$ cat config.mk
export PLATFORM = sky130hd
export DESIGN_NAME = pc_fetch_seq
export DESIGN_NICKNAME = d
export VERILOG_FILES = /design/src/rtl/cpu_pkg.sv /design/src/rtl/pc_redirect_sel.sv /design/src/rtl/pc_fetch_seq.sv
export SDC_FILE = /design/constraint.sdc
export NUM_CORES = 1
export LEC_CHECK = 0
export BUFFER_PORTS_ARGS = -buffer_cell sky130_fd_sc_hd__buf_2
export CORE_ASPECT_RATIO = 0.7
export CORE_UTILIZATION = 45
export CTS_CLUSTER_SIZE = 30
export DETAILED_ROUTE_END_ITERATION = 16
export PLACE_DENSITY = 0.76
export SYNTH_ARGS = -nofsm -noshare
export SYNTH_HDL_FRONTEND = slang
export SYNTH_SLANG_ARGS = --single-unit
$ cat constraint.sdc
create_clock -name clk -period 6.1 [get_ports clk]
set_input_delay 0.61 -clock clk [delete_from_list [all_inputs] [get_ports clk]]
set_output_delay 0.61 -clock clk [all_outputs]
set_load 0.005 [all_outputs]
$ cat src/rtl/cpu_pkg.sv
// Shared CPU front-end definitions: default reset/exception addresses, the fetch
// sequencer state encoding and a small PC arithmetic helper.
package cpu_pkg;

  localparam logic [31:0] RESET_PC_DEF   = 32'h0000_3000;
  localparam logic [31:0] EXC_VECTOR_DEF = 32'h0000_4180;

  typedef enum logic [1:0] {
    S_BOOT = 2'd0,
    S_REQ  = 2'd1,
    S_DROP = 2'd2,
    S_HOLD = 2'd3
  } fetch_state_e;

  function automatic logic [31:0] pc_plus4(input logic [31:0] pc);
    return pc + 32'd4;
  endfunction

endpackage

$ cat src/rtl/pc_redirect_sel.sv
// Priority select of the next fetch target: interrupt beats eret, and either one
// raises the redirect flag. Without a redirect the next-PC unit's address passes through.
module pc_redirect_sel
  import cpu_pkg::*;
#(
  parameter logic [31:0] EXC_VECTOR = EXC_VECTOR_DEF
) (
  input  logic        int_req_i,
  input  logic        eret_i,
  input  logic [31:0] epc_i,
  input  logic [31:0] npc_i,
  output logic        redir_o,
  output logic [31:0] target_o
);

  // Interrupt > eret > sequential/branch next PC
  always_comb begin
    redir_o  = 1'b0;
    target_o = npc_i;
    if (int_req_i) begin
      redir_o  = 1'b1;
      target_o = EXC_VECTOR;
    end else if (eret_i) begin
      redir_o  = 1'b1;
      target_o = epc_i;
    end else begin
      redir_o  = 1'b0;
      target_o = npc_i;
    end
  end

endmodule

$ cat src/rtl/pc_fetch_seq.sv
// Architectural PC owner and instruction fetch sequencer: drives a req/ack fetch
// port, squashes fetches overtaken by redirects and hands instr/PC to decode.
module pc_fetch_seq
  import cpu_pkg::*;
#(
  parameter logic [31:0] RESET_PC   = RESET_PC_DEF,
  parameter logic [31:0] EXC_VECTOR = EXC_VECTOR_DEF
) (
  input  logic        clk,
  input  logic        reset,
  input  logic [31:0] npc_i,
  input  logic        stall_i,
  input  logic        int_req_i,
  input  logic        eret_i,
  input  logic [31:0] epc_i,
  output logic        if_req_o,
  output logic [31:0] if_addr_o,
  input  logic        if_ack_i,
  input  logic [31:0] if_rdata_i,
  output logic [31:0] pc_o,
  output logic [31:0] pc4_o,
  output logic [31:0] instr_o,
  output logic        instr_vld_o,
  output logic        flush_o
);

  fetch_state_e state_q, state_d;
  logic [31:0]  pc_q, pc_d;
  logic [31:0]  pc4_q, pc4_d;
  logic [31:0]  redir_pc_q, redir_pc_d;
  logic [31:0]  instr_q, instr_d;
  logic         vld_q, vld_d;
  logic         if_req_q, if_req_d;
  logic         flush_q, flush_d;

  logic         redir_s;
  logic [31:0]  target_s;

  pc_redirect_sel #(
    .EXC_VECTOR (EXC_VECTOR)
  ) u_redirect_sel (
    .int_req_i (int_req_i),
    .eret_i    (eret_i),
    .epc_i     (epc_i),
    .npc_i     (npc_i),
    .redir_o   (redir_s),
    .target_o  (target_s)
  );

  // Next-state and next-output computation for the fetch FSM
  always_comb begin
    state_d    = state_q;
    pc_d       = pc_q;
    redir_pc_d = redir_pc_q;
    instr_d    = instr_q;
    vld_d      = vld_q;
    flush_d    = 1'b0;
    case (state_q)
      S_BOOT: begin
        state_d = S_REQ;
        if (redir_s) begin
          pc_d    = target_s;
          flush_d = 1'b1;
        end else begin
          pc_d = pc_q;
        end
      end
      S_REQ: begin
        if (redir_s) begin
          flush_d = 1'b1;
          if (if_ack_i) begin
            pc_d = target_s;
          end else begin
            // The memory transaction cannot be aborted; remember where to go once it drains.
            redir_pc_d = target_s;
            state_d    = S_DROP;
          end
        end else if (if_ack_i) begin
          instr_d = if_rdata_i;
          vld_d   = 1'b1;
          state_d = S_HOLD;
        end else begin
          state_d = S_REQ;
        end
      end
      S_DROP: begin
        if (if_ack_i) begin
          state_d = S_REQ;
          if (redir_s) begin
            pc_d    = target_s;
            flush_d = 1'b1;
          end else begin
            pc_d = redir_pc_q;
          end
        end else if (redir_s) begin
          redir_pc_d = target_s;
          flush_d    = 1'b1;
        end else begin
          state_d = S_DROP;
        end
      end
      S_HOLD: begin
        if (redir_s) begin
          pc_d    = target_s;
          vld_d   = 1'b0;
          flush_d = 1'b1;
          state_d = S_REQ;
        end else if (stall_i) begin
          state_d = S_HOLD;
        end else begin
          pc_d    = npc_i;
          vld_d   = 1'b0;
          state_d = S_REQ;
        end
      end
      default: begin
        state_d = S_BOOT;
        vld_d   = 1'b0;
      end
    endcase
    if_req_d = (state_d == S_REQ) || (state_d == S_DROP);
    pc4_d    = pc_plus4(pc_d);
  end

  // State and registered outputs
  always_ff @(posedge clk or posedge reset) begin
    if (reset) begin
      state_q    <= S_BOOT;
      pc_q       <= RESET_PC;
      pc4_q      <= pc_plus4(RESET_PC);
      redir_pc_q <= RESET_PC;
      instr_q    <= 32'd0;
      vld_q      <= 1'b0;
      if_req_q   <= 1'b0;
      flush_q    <= 1'b0;
    end else begin
      state_q    <= state_d;
      pc_q       <= pc_d;
      pc4_q      <= pc4_d;
      redir_pc_q <= redir_pc_d;
      instr_q    <= instr_d;
      vld_q      <= vld_d;
      if_req_q   <= if_req_d;
      flush_q    <= flush_d;
    end
  end

  assign if_req_o    = if_req_q;
  assign if_addr_o   = pc_q;
  assign pc_o        = pc_q;
  assign pc4_o       = pc4_q;
  assign instr_o     = instr_q;
  assign instr_vld_o = vld_q;
  assign flush_o     = flush_q;

endmodule

==> results.tsv, run 1 <==
stage	metric	value	unit
synth	yosys_warnings	0	
placed_design	routability_congestion_estimate_from_global_placement	0.979	
power_and_ir_drop	cellLeakagePower	4.48	nW
clocking	cts.repair.resized	0	
drt	antenna_left	0	
setup_path	crit_slowest_cell	sky130_fd_sc_hd__nor3b_2	
clocking	cts_buffers	17	
floorplan	design.portCount	233	
floorplan	die-width	161	um
layout	finalCoreUtilization	55.2	%
setup_path	critical_path_required	6.43	ns
layout	layout_commonest_cell	sky130_fd_sc_hd__buf_2	
synth	mapped_cells	844	
synth	mappedNetlistNets	947	
drt	viasPerCell	6.16	
sta	slew_at_the_pin_closest_to_its_max_slew_limit	1.13	ns
sta	hold-worst-slack	0.292	ns
synth	synth_sequential_area_ratio	41.2	%
sta	setup_viol	0	
setup_path	critical_path.cell_chain	buf_4 > nor3b_2 > buf_4 > a21oi_1 > a211oi_4 > nand3_4 > nor4b_4 > nor4b_2 > xor2_1	
setup_path	cp_max_fo	25	
clocking	worst_skew_pair_later_pin_latency	0.42	ns
floorplan	floorplan_die_area	0.0183	mm2
sta	finalCriticalPeriod	4.18	ns
drt	drt-initial-drc-count	1017	
clocking	htreeDepth	4	
layout	antenna_cells	0	
floorplan	floorplan.initialDensity	46.3	%
clocking	root_buffer	sky130_fd_sc_hd__clkbuf_16	
global_routing	grt_first_pass_wirelength	41.8	mm
drt	wire_per_inst	22.0	um
placed_design	hpwl	19.3	mm
clocking	cts.repair_timing.setup_buffer_count	0	
synth	synth_area_per_inst	9.46	um2
floorplan	dieHeight	113	um
synth	postSynthRegisterBits	131	
global_routing	gr-total-overflow	0	
sta	post-route-period-util	68.5	%
global_routing	grt_use_total	30.3	%
layout	post_route_cells_drive_above_1_share	33.2	%
floorplan	core_region_area	0.0173	mm2
global_routing	grt_pass1_vias	6991	
drt	remaining_drc_errors	0	
layout	final_design_area_no_fill	0.00953	mm2
layout	n_fill_cell	1595	
setup_path	cp-end-kind	register	
setup_path	worst_ep_arrival_time	4.51	ns
setup_path	setup.worst_path.start_class	register	
job	drv_cap	0	
sta	timing.fmax	239	MHz
placed_design	post_dp_cell_area	0.00900	mm2
sta	clock-skew-final	0.00678	ns
clocking	tritoncts	built	
drt	totalWireLength	27.7	mm
clocking	clock_tree.buffer_depth	2	
layout	synthToLayoutAreaGrowth	19.4	%
placed_design	io_buffer_count	232	
floorplan	row_cnt	40	
synth	share_of_async_settable_or_async_resettable_flops_after_synthesis	100	%
layout	final_net_count	1120	
clocking	cts_sinks	131	
global_routing	grt_start_max_net_pins	68	
sta	setup_tns	0	ns
clocking	hold_buffers	0	
drt	routed-via-count	7762	
clocking	clk_pin_slew_worst_paths	0.06	ns
status	status	finished clean	
sta	setup_repair_after_global_routing_missed_its_margin	false	
power_and_ir_drop	vdd_ir_drop_max	0.000176	V
power_and_ir_drop	powerDensity	355	mW/mm2
global_routing	grt_antenna_before_repair	0	
setup_path	timing.setup.critical_path_class	reg -> reg	
synth	yosys_most_used_dff	sky130_fd_sc_hd__dfrtp_1	
sta	final-hold-violation-count	0	
min_path	hold_path_class	in -> async	
synth	mappedNetlistArea	0.00799	mm2
setup_path	most_prevalent_standard_cell_on_the_critical_path	sky130_fd_sc_hd__buf_4	
synth	netlist-cell-type-count	77	
setup_path	timing.critical_path.slowest_cell_delay	0.74	ns
sta	slew-limit-headroom	24.6	%
layout	final_cell_mix	sky130_fd_sc_hd__buf_2, sky130_fd_sc_hd__dfrtp_1, sky130_fd_sc_hd__nand2_1	
drt	first_pass_iters	6	
synth	synth-edff-count	0	
sta	final-max-slew-violation-count	0	
-- synth_stat cells, types with 5 or more instances --
master	n	area, um2
sky130_fd_sc_hd__and2_1	6	37.5
sky130_fd_sc_hd__buf_2	13	65.1
sky130_fd_sc_hd__o21ai_0	59	295
sky130_fd_sc_hd__and3_1	15	93.8
sky130_fd_sc_hd__xnor2_1	22	193
sky130_fd_sc_hd__o221ai_1	6	52.6
sky130_fd_sc_hd__nand2b_1	15	93.8
sky130_fd_sc_hd__mux2_2	40	450
sky130_fd_sc_hd__a22oi_1	9	67.6
sky130_fd_sc_hd__nor3_1	17	85.1
sky130_fd_sc_hd__nand2_1	61	229
sky130_fd_sc_hd__mux2i_1	35	350
sky130_fd_sc_hd__a221o_1	9	90.1
sky130_fd_sc_hd__buf_6	7	78.8
sky130_fd_sc_hd__nand3_1	21	105
sky130_fd_sc_hd__o21a_1	9	67.6
sky130_fd_sc_hd__a31oi_1	5	31.3
sky130_fd_sc_hd__xor2_1	6	52.6
sky130_fd_sc_hd__o22ai_1	18	113
sky130_fd_sc_hd__nor2b_1	15	93.8
sky130_fd_sc_hd__a21oi_1	59	295
sky130_fd_sc_hd__clkbuf_1	32	120
sky130_fd_sc_hd__a211oi_1	12	90.1
sky130_fd_sc_hd__dfstp_2	7	184
sky130_fd_sc_hd__inv_1	16	60.1
sky130_fd_sc_hd__nand4_1	10	62.6
sky130_fd_sc_hd__nand3b_1	6	45.0
sky130_fd_sc_hd__buf_4	41	308
sky130_fd_sc_hd__dfrtp_1	124	3100
sky130_fd_sc_hd__nor2_1	49	184
sky130_fd_sc_hd__a21boi_0	5	37.5
-- per-stage QoR --
step | total power, W | setup slack [ns] | std cells
3_3_place_gp | 0.00242 | 1.99 | 1229
3_5_place_dp | 0.00244 | 1.89 | 1229
5_1_grt | 0.00356 | 1.85 | 1261
4_1_cts | 0.00338 | 2.10 | 1261
2_1_floorplan | 0.00201 | 2.00 | 844
6_report | 0.00339 | 1.92 | 1261
-- kinds of logic after synthesis --
family | Yosys count | synth area share (%)
adders and majority gates | 1 | 0.157
AOI/OAI and AO/OA | 243 | 20.3
DFF | 131 | 41.2
buffers and inverters | 115 | 8.19
xor gates and xnor gates | 28 | 3.07
and+or+nand+nor | 251 | 17.1
muxes | 75 | 10.0
-- metal layers --
layer  track usage [%]  part of all wire, %
met1              46.1                   44
met2              41.0                   41
met3              9.31                   13
met4              8.11                  1.8
met5                 0                    0
-- flip-flops by register name, indices dropped and copies added, names as in the netlist, named ones only --
signal	count
instr_o	32
redir_pc_q	32
if_addr_o	30
pc4_o	30
state_q	2
flush_o	1
if_req_o	1
instr_vld_o	1
-- path summary, 6_finish.rpt --
path | start | endpoint | slack (ns) | depth (start not counted)
max | state_q[0]$_DFF_PP0_ | pc4_o[22]$_DFF_PP0_ | 1.92 | 9
min | reset | redir_pc_q[15]$_DFFE_PP0P_ | 0.29 | 2
max reg2reg | state_q[0]$_DFF_PP0_ | pc4_o[22]$_DFF_PP0_ | 1.92 | 9
min reg2reg | redir_pc_q[10]$_DFFE_PP0P_ | redir_pc_q[10]$_DFFE_PP0P_ | 0.48 | 2
max in group asynchronous | reset | state_q[1]$_DFF_PP0_ | 4.50 | 3
min in group clk | if_rdata_i[19] | instr_o[19]$_DFFE_PP0P_ | 0.42 | 2
-- area by class of cell --
type	instances	area [um2]	share of cell area, %
clock inverter	4	25.0	0.262
tap	231	289	3.03
multi-input combinational	598	4050	42.5
timing repair buffer	251	1300	13.7
sequential	131	3290	34.5
inverter	18	72.6	0.761
clock buffer	28	507	5.31
-- power by group --
| group | total, W | switching [W] | internal [W] |
|---|---|---|---|
| combinational | 0.00111 | 0.000621 | 0.000493 |
| clock | 0.000930 | 0.000369 | 0.000562 |
| sequential | 0.00134 | 0.000200 | 0.00114 |
-- worst max-delay path: cells and delay by family, from the launching register on --
| family | cells | cell delay (ns) |
|---|---|---|
| compound gates | 2 | 0.61 |
| xor+xnor | 1 | 0.20 |
| buf+inv | 2 | 0.73 |
| flops | 1 | 0.56 |
| simple gates | 4 | 1.96 |
No activity file was read; power rests on OpenSTA's default activity.
==> run 2: changes to the inputs <==
ABC_AREA = 1   (was unset)
PLACE_DENSITY = 0.75   (was 0.76)
clock period = 4.34 ns   (was 6.1 ns; I/O delays follow)
==> run 2 against run 1 <==
Compared with the run above:
- design area grew 11%
- register-to-register slack got worse by 0.69 ns
- via count up 27%
- sequential share of layout area down 3.3 points
- synthesized cell count is 59% higher
- setup slack got worse by 0.69 ns
- die area rose by 11%
- clock power up 53%
- cell count is 42% higher
- sequential power increased by 61%
- sequential cell count unchanged
- largest cell class unchanged
==> results.tsv, run 2 <==
stage	metric	value	unit	change
setup_path	critical_path_required	4.66	ns	-1.77 ns
floorplan	design.portCount	233		unchanged
sta	slew-limit-headroom	35.0	%	+10 points
synth	yosys_most_used_dff	sky130_fd_sc_hd__dfrtp_1		
setup_path	cp.buffers_inverters	2		unchanged
layout	seqCellArea	0.00329	mm2	unchanged
setup_path	timing.critical_path.depth	15		+6
global_routing	grt_use_total	31.8	%	+1.5 points
power_and_ir_drop	powerDensity	560	mW/mm2	+58%
synth	synth.largest_area_cell	sky130_fd_sc_hd__dfrtp_1		
job	drv_cap	0		unchanged
power_and_ir_drop	swShare	41.8	%	+6.7 points
clocking	tritoncts	built		
power_and_ir_drop	cell_internal_pwr	0.00344	W	+56%
status	status	finished clean		
floorplan	die-width	170	um	+5.4%
layout	synthToLayoutAreaGrowth	18.6	%	
synth	post-synth-top-count-cell	sky130_fd_sc_hd__nand2_1		
synth	post_synth_most_frequent_cells	sky130_fd_sc_hd__nand2_1, sky130_fd_sc_hd__nor2_1, sky130_fd_sc_hd__dfrtp_1		
clocking	htreeDepth	4		unchanged
drt	routed-via-count	9824		+27%
global_routing	gr-total-overflow	0		unchanged
layout	n_fill_cell	1918		+20%
layout	layout_commonest_cell	sky130_fd_sc_hd__nand2_1		
drt	remaining_drc_errors	0		unchanged
global_routing	grt_pass1_vias	9008		+29%
drt	totalWireLength	31.6	mm	+14%
placed_design	hpwl	22.7	mm	+18%
clocking	clk_pin_slew_worst_paths	0.06	ns	about the same
min_path	hold_path_class	in -> async		
setup_path	endpoint_of_the_most_critical_setup_path	pc4_o[20]$_DFF_PP0_		
setup_path	crit_slowest_cell	sky130_fd_sc_hd__dfrtp_1		
synth	share_of_async_settable_or_async_resettable_flops_after_synthesis	100	%	unchanged
placed_design	pre_cts_slack	1.19	ns	-0.708 ns
synth	netlist-cell-type-count	35		-55%
synth	synthXorXnorAreaFrac	1.48	%	-1.6 points
drt	drt-initial-drc-count	1183		+16%
setup_path	r2r-start	state_q[1]$_DFF_PP0_		
synth	synthMuxAreaShare	0	%	-10 points
clocking	cts.repair.resized	0		unchanged
sta	setup_tns	0	ns	unchanged
clocking	cts_sinks	131		unchanged
sta	setup_repair_after_global_routing_missed_its_margin	false		
layout	post_route_cells_drive_above_1_share	23.5	%	-9.7 points
drt	first_pass_iters	6		unchanged
sta	slew_at_the_pin_closest_to_its_max_slew_limit	0.974	ns	-0.155 ns
sta	timing.fmax	322	MHz	+34%
placed_design	io_buffer_count	232		unchanged
floorplan	core_region_area	0.0191	mm2	+11%
setup_path	timing.setup.critical_path_class	reg -> reg		
synth	post_synth_and_or_nand_nor_area_fraction	40.7	%	+24 points
setup_path	crit_family	simple AND/OR/NAND/NOR gates		
clocking	hold_buffers	0		unchanged
synth	synth-edff-count	0		unchanged
setup_path	worst_ep_arrival_time	3.43	ns	-1.08 ns
synth	mapped_cells	1341		+59%
layout	final_cell_mix	sky130_fd_sc_hd__nand2_1, sky130_fd_sc_hd__buf_2, sky130_fd_sc_hd__nor2_1		
clocking	root_buffer	sky130_fd_sc_hd__clkbuf_16		
setup_path	setup.worst_path.start_class	register		
clocking	cts.repair_timing.setup_buffer_count	0		unchanged
power_and_ir_drop	seqPwrFrac	36.6	%	-3.0 points
setup_path	timing.critical_path.slowest_cell_delay	0.51	ns	-0.23 ns
power_and_ir_drop	power.switching	0.00246	W	+110%
clocking	worst_skew_pair_later_pin_latency	0.43	ns	about the same
synth	compound_gate_portion_of_the_synthesized_area	9.10	%	-11 points
setup_path	setup_slack_of_the_worst_register_to_register_path	1.23	ns	-0.69 ns
synth	yosys_warnings	0		unchanged
sta	clock-skew-final	0.00867	ns	+0.00189 ns
synth	largest_family_of_logic_cells_by_synthesized_area	simple AND/OR/NAND/NOR gates		
power_and_ir_drop	clock_group_share_of_total_power	24.1	%	-3.4 points
setup_path	ff2ff_path_depth	15		+6
synth	synth_sequential_area_ratio	37.0	%	-4.2 points
setup_path	most_prevalent_standard_cell_on_the_critical_path	sky130_fd_sc_hd__nand2_1		
setup_path	critical_path.cell_chain	nand2_2 > inv_2 > nand2_1 > nor2_1 > nor2_1 > nand3_1 > nor2_4 > inv_1 > ha_1 > nand3_2 > nor2_2 > and2_1 > nand2_1 > nand2_1 > nand2_1		
drt	antenna_left	0		unchanged
placed_design	routability_congestion_estimate_from_global_placement	1.00		+2.2%
sta	post-route-period-util	71.6	%	+3.1 points
floorplan	dieHeight	120	um	+5.4%
clocking	cts_buffers	17		unchanged
sta	setup_viol	0		unchanged
floorplan	floorplan_die_area	0.0203	mm2	+11%
sta	final-hold-violation-count	0		unchanged
synth	mappedNetlistArea	0.00888	mm2	+11%
global_routing	grt_antenna_before_repair	0		unchanged
global_routing	grt_start_max_net_pins	76		+12%
synth	synth_area_per_inst	6.62	um2	-30%
drt	wire_per_inst	17.7	um	-20%
layout	antenna_cells	0		unchanged
power_and_ir_drop	cellLeakagePower	5.58	nW	+25%
drt	viasPerCell	5.49		-11%
floorplan	row_cnt	42		+5.0%
global_routing	grt_first_pass_wirelength	49.3	mm	+18%
floorplan	floorplan.initialDensity	46.4	%	+0.18 points
layout	multi_input_comb_area	0.00457	mm2	+13%
setup_path	cp_max_fo	16		-36%
setup_path	timing.rr.end	pc4_o[20]$_DFF_PP0_		
synth	postSynthRegisterBits	131		unchanged
power_and_ir_drop	pwr-share-comb	39.3	%	+6.4 points
sta	finalCriticalPeriod	3.11	ns	-1.07 ns
synth	netlist_top_cells_area	sky130_fd_sc_hd__dfrtp_1, sky130_fd_sc_hd__nand2_1, sky130_fd_sc_hd__nor2_1, sky130_fd_sc_hd__nand3_1, sky130_fd_sc_hd__inv_1		
power_and_ir_drop	vdd_ir_drop_max	0.000304	V	+73%
sta	final-max-slew-violation-count	0		unchanged
setup_path	cp-end-kind	register		
sta	finalWorstSetupSlack	1.23	ns	-0.691 ns
synth	synthAdderAreaFrac	0.141	%	-0.016 points
layout	final_net_count	1617		+44%
synth	netlist.area_leader.share	34.9	%	-3.9 points
setup_path	cp-startpoint	state_q[1]$_DFF_PP0_		
clocking	clock_tree.buffer_depth	2		unchanged
synth	mappedNetlistNets	1444		+52%
==> run 2: changes by cell type in the layout (fill, tap and decap cells not counted), sizes merged, moves of 14 or more <==
cell    delta
nand3    +111
nor2b     -15
inv      +109
mux2      -40
and3      -15
o211ai    +24
nor3      -18
xnor2     -17
mux2i     -35
nor2     +132
nand2b    -15
a211oi    -14
nand2    +430
a21oi     -24
==> run 2: worst min path at each step <==
stage                                            end  cells after the start  slack (ns)                  startpoint
final                        instr_o[26]$_DFFE_PP0P_                      2        0.13                       reset
after global routing         instr_o[26]$_DFFE_PP0P_                      2        0.20                       reset
after CTS                    instr_o[26]$_DFFE_PP0P_                      2        0.17                       reset
after detailed placement     instr_o[14]$_DFFE_PP0P_                      2        0.45     instr_o[14]$_DFFE_PP0P_
after global placement       instr_o[15]$_DFFE_PP0P_                      2        0.45     instr_o[15]$_DFFE_PP0P_
after floorplan           redir_pc_q[14]$_DFFE_PP0P_                      2        0.45  redir_pc_q[14]$_DFFE_PP0P_
==> run 2: logic make-up (layout without fill, tap and decap cells) <==
kind of cell | count (synthesis) | count (layout)
AND/OR/NAND/NOR | 835 | 835
buffers and inverters | 219 | 405
AO/OA/AOI/OAI | 140 | 140
flip-flops | 131 | 131
XOR/XNOR | 15 | 15
adder cells (fa/ha/maj) | 1 | 1
==> run 2: power by group through the flow <==
stage	Clock, W	Combinational (W)	Sequential (W)
floorplan	0	0.00142	0.00209
global placement	0	0.00224	0.00216
detailed placement	0	0.00227	0.00217
CTS	0.00142	0.00228	0.00216
global route	0.00148	0.00255	0.00221
finish	0.00142	0.00232	0.00216
==> run 2: final cells by class <==
type | count | area share (%)
sequential | 131 | 31.2
tap | 264 | 3.14
clock inverter | 13 | 1.19
timing repair buffer | 250 | 12.4
clock buffer | 19 | 4.30
multi-input combinational | 991 | 43.4
inverter | 123 | 4.41
==> run 2: metal layers <==
| layer | up-vias | global-route usage, % | share of wire [%] |
|---|---|---|---|
| met3 | 86 | 9.40 | 13 |
| li1 | 4570 | - | - |
| met5 | - | 0 | 0 |
| met4 | 0 | 11.9 | 3.0 |
| met1 | 4503 | 44.6 | 42 |
| met2 | 665 | 46.1 | 42 |
==> run 2: stage by stage <==
stage	area (um2)	utilization (%)	std cells	hold WS (ns)	total power, W
2_1_floorplan	8880	-	1341	0.449	0.00351
4_1_cts	10500	55.1	1791	0.173	0.00586
5_1_grt	10500	55.1	1791	0.203	0.00625
3_5_place_dp	9960	52.1	1759	0.454	0.00444
3_3_place_gp	9960	52.1	1759	0.449	0.00441
6_report	10500	55.1	1791	0.132	0.00590
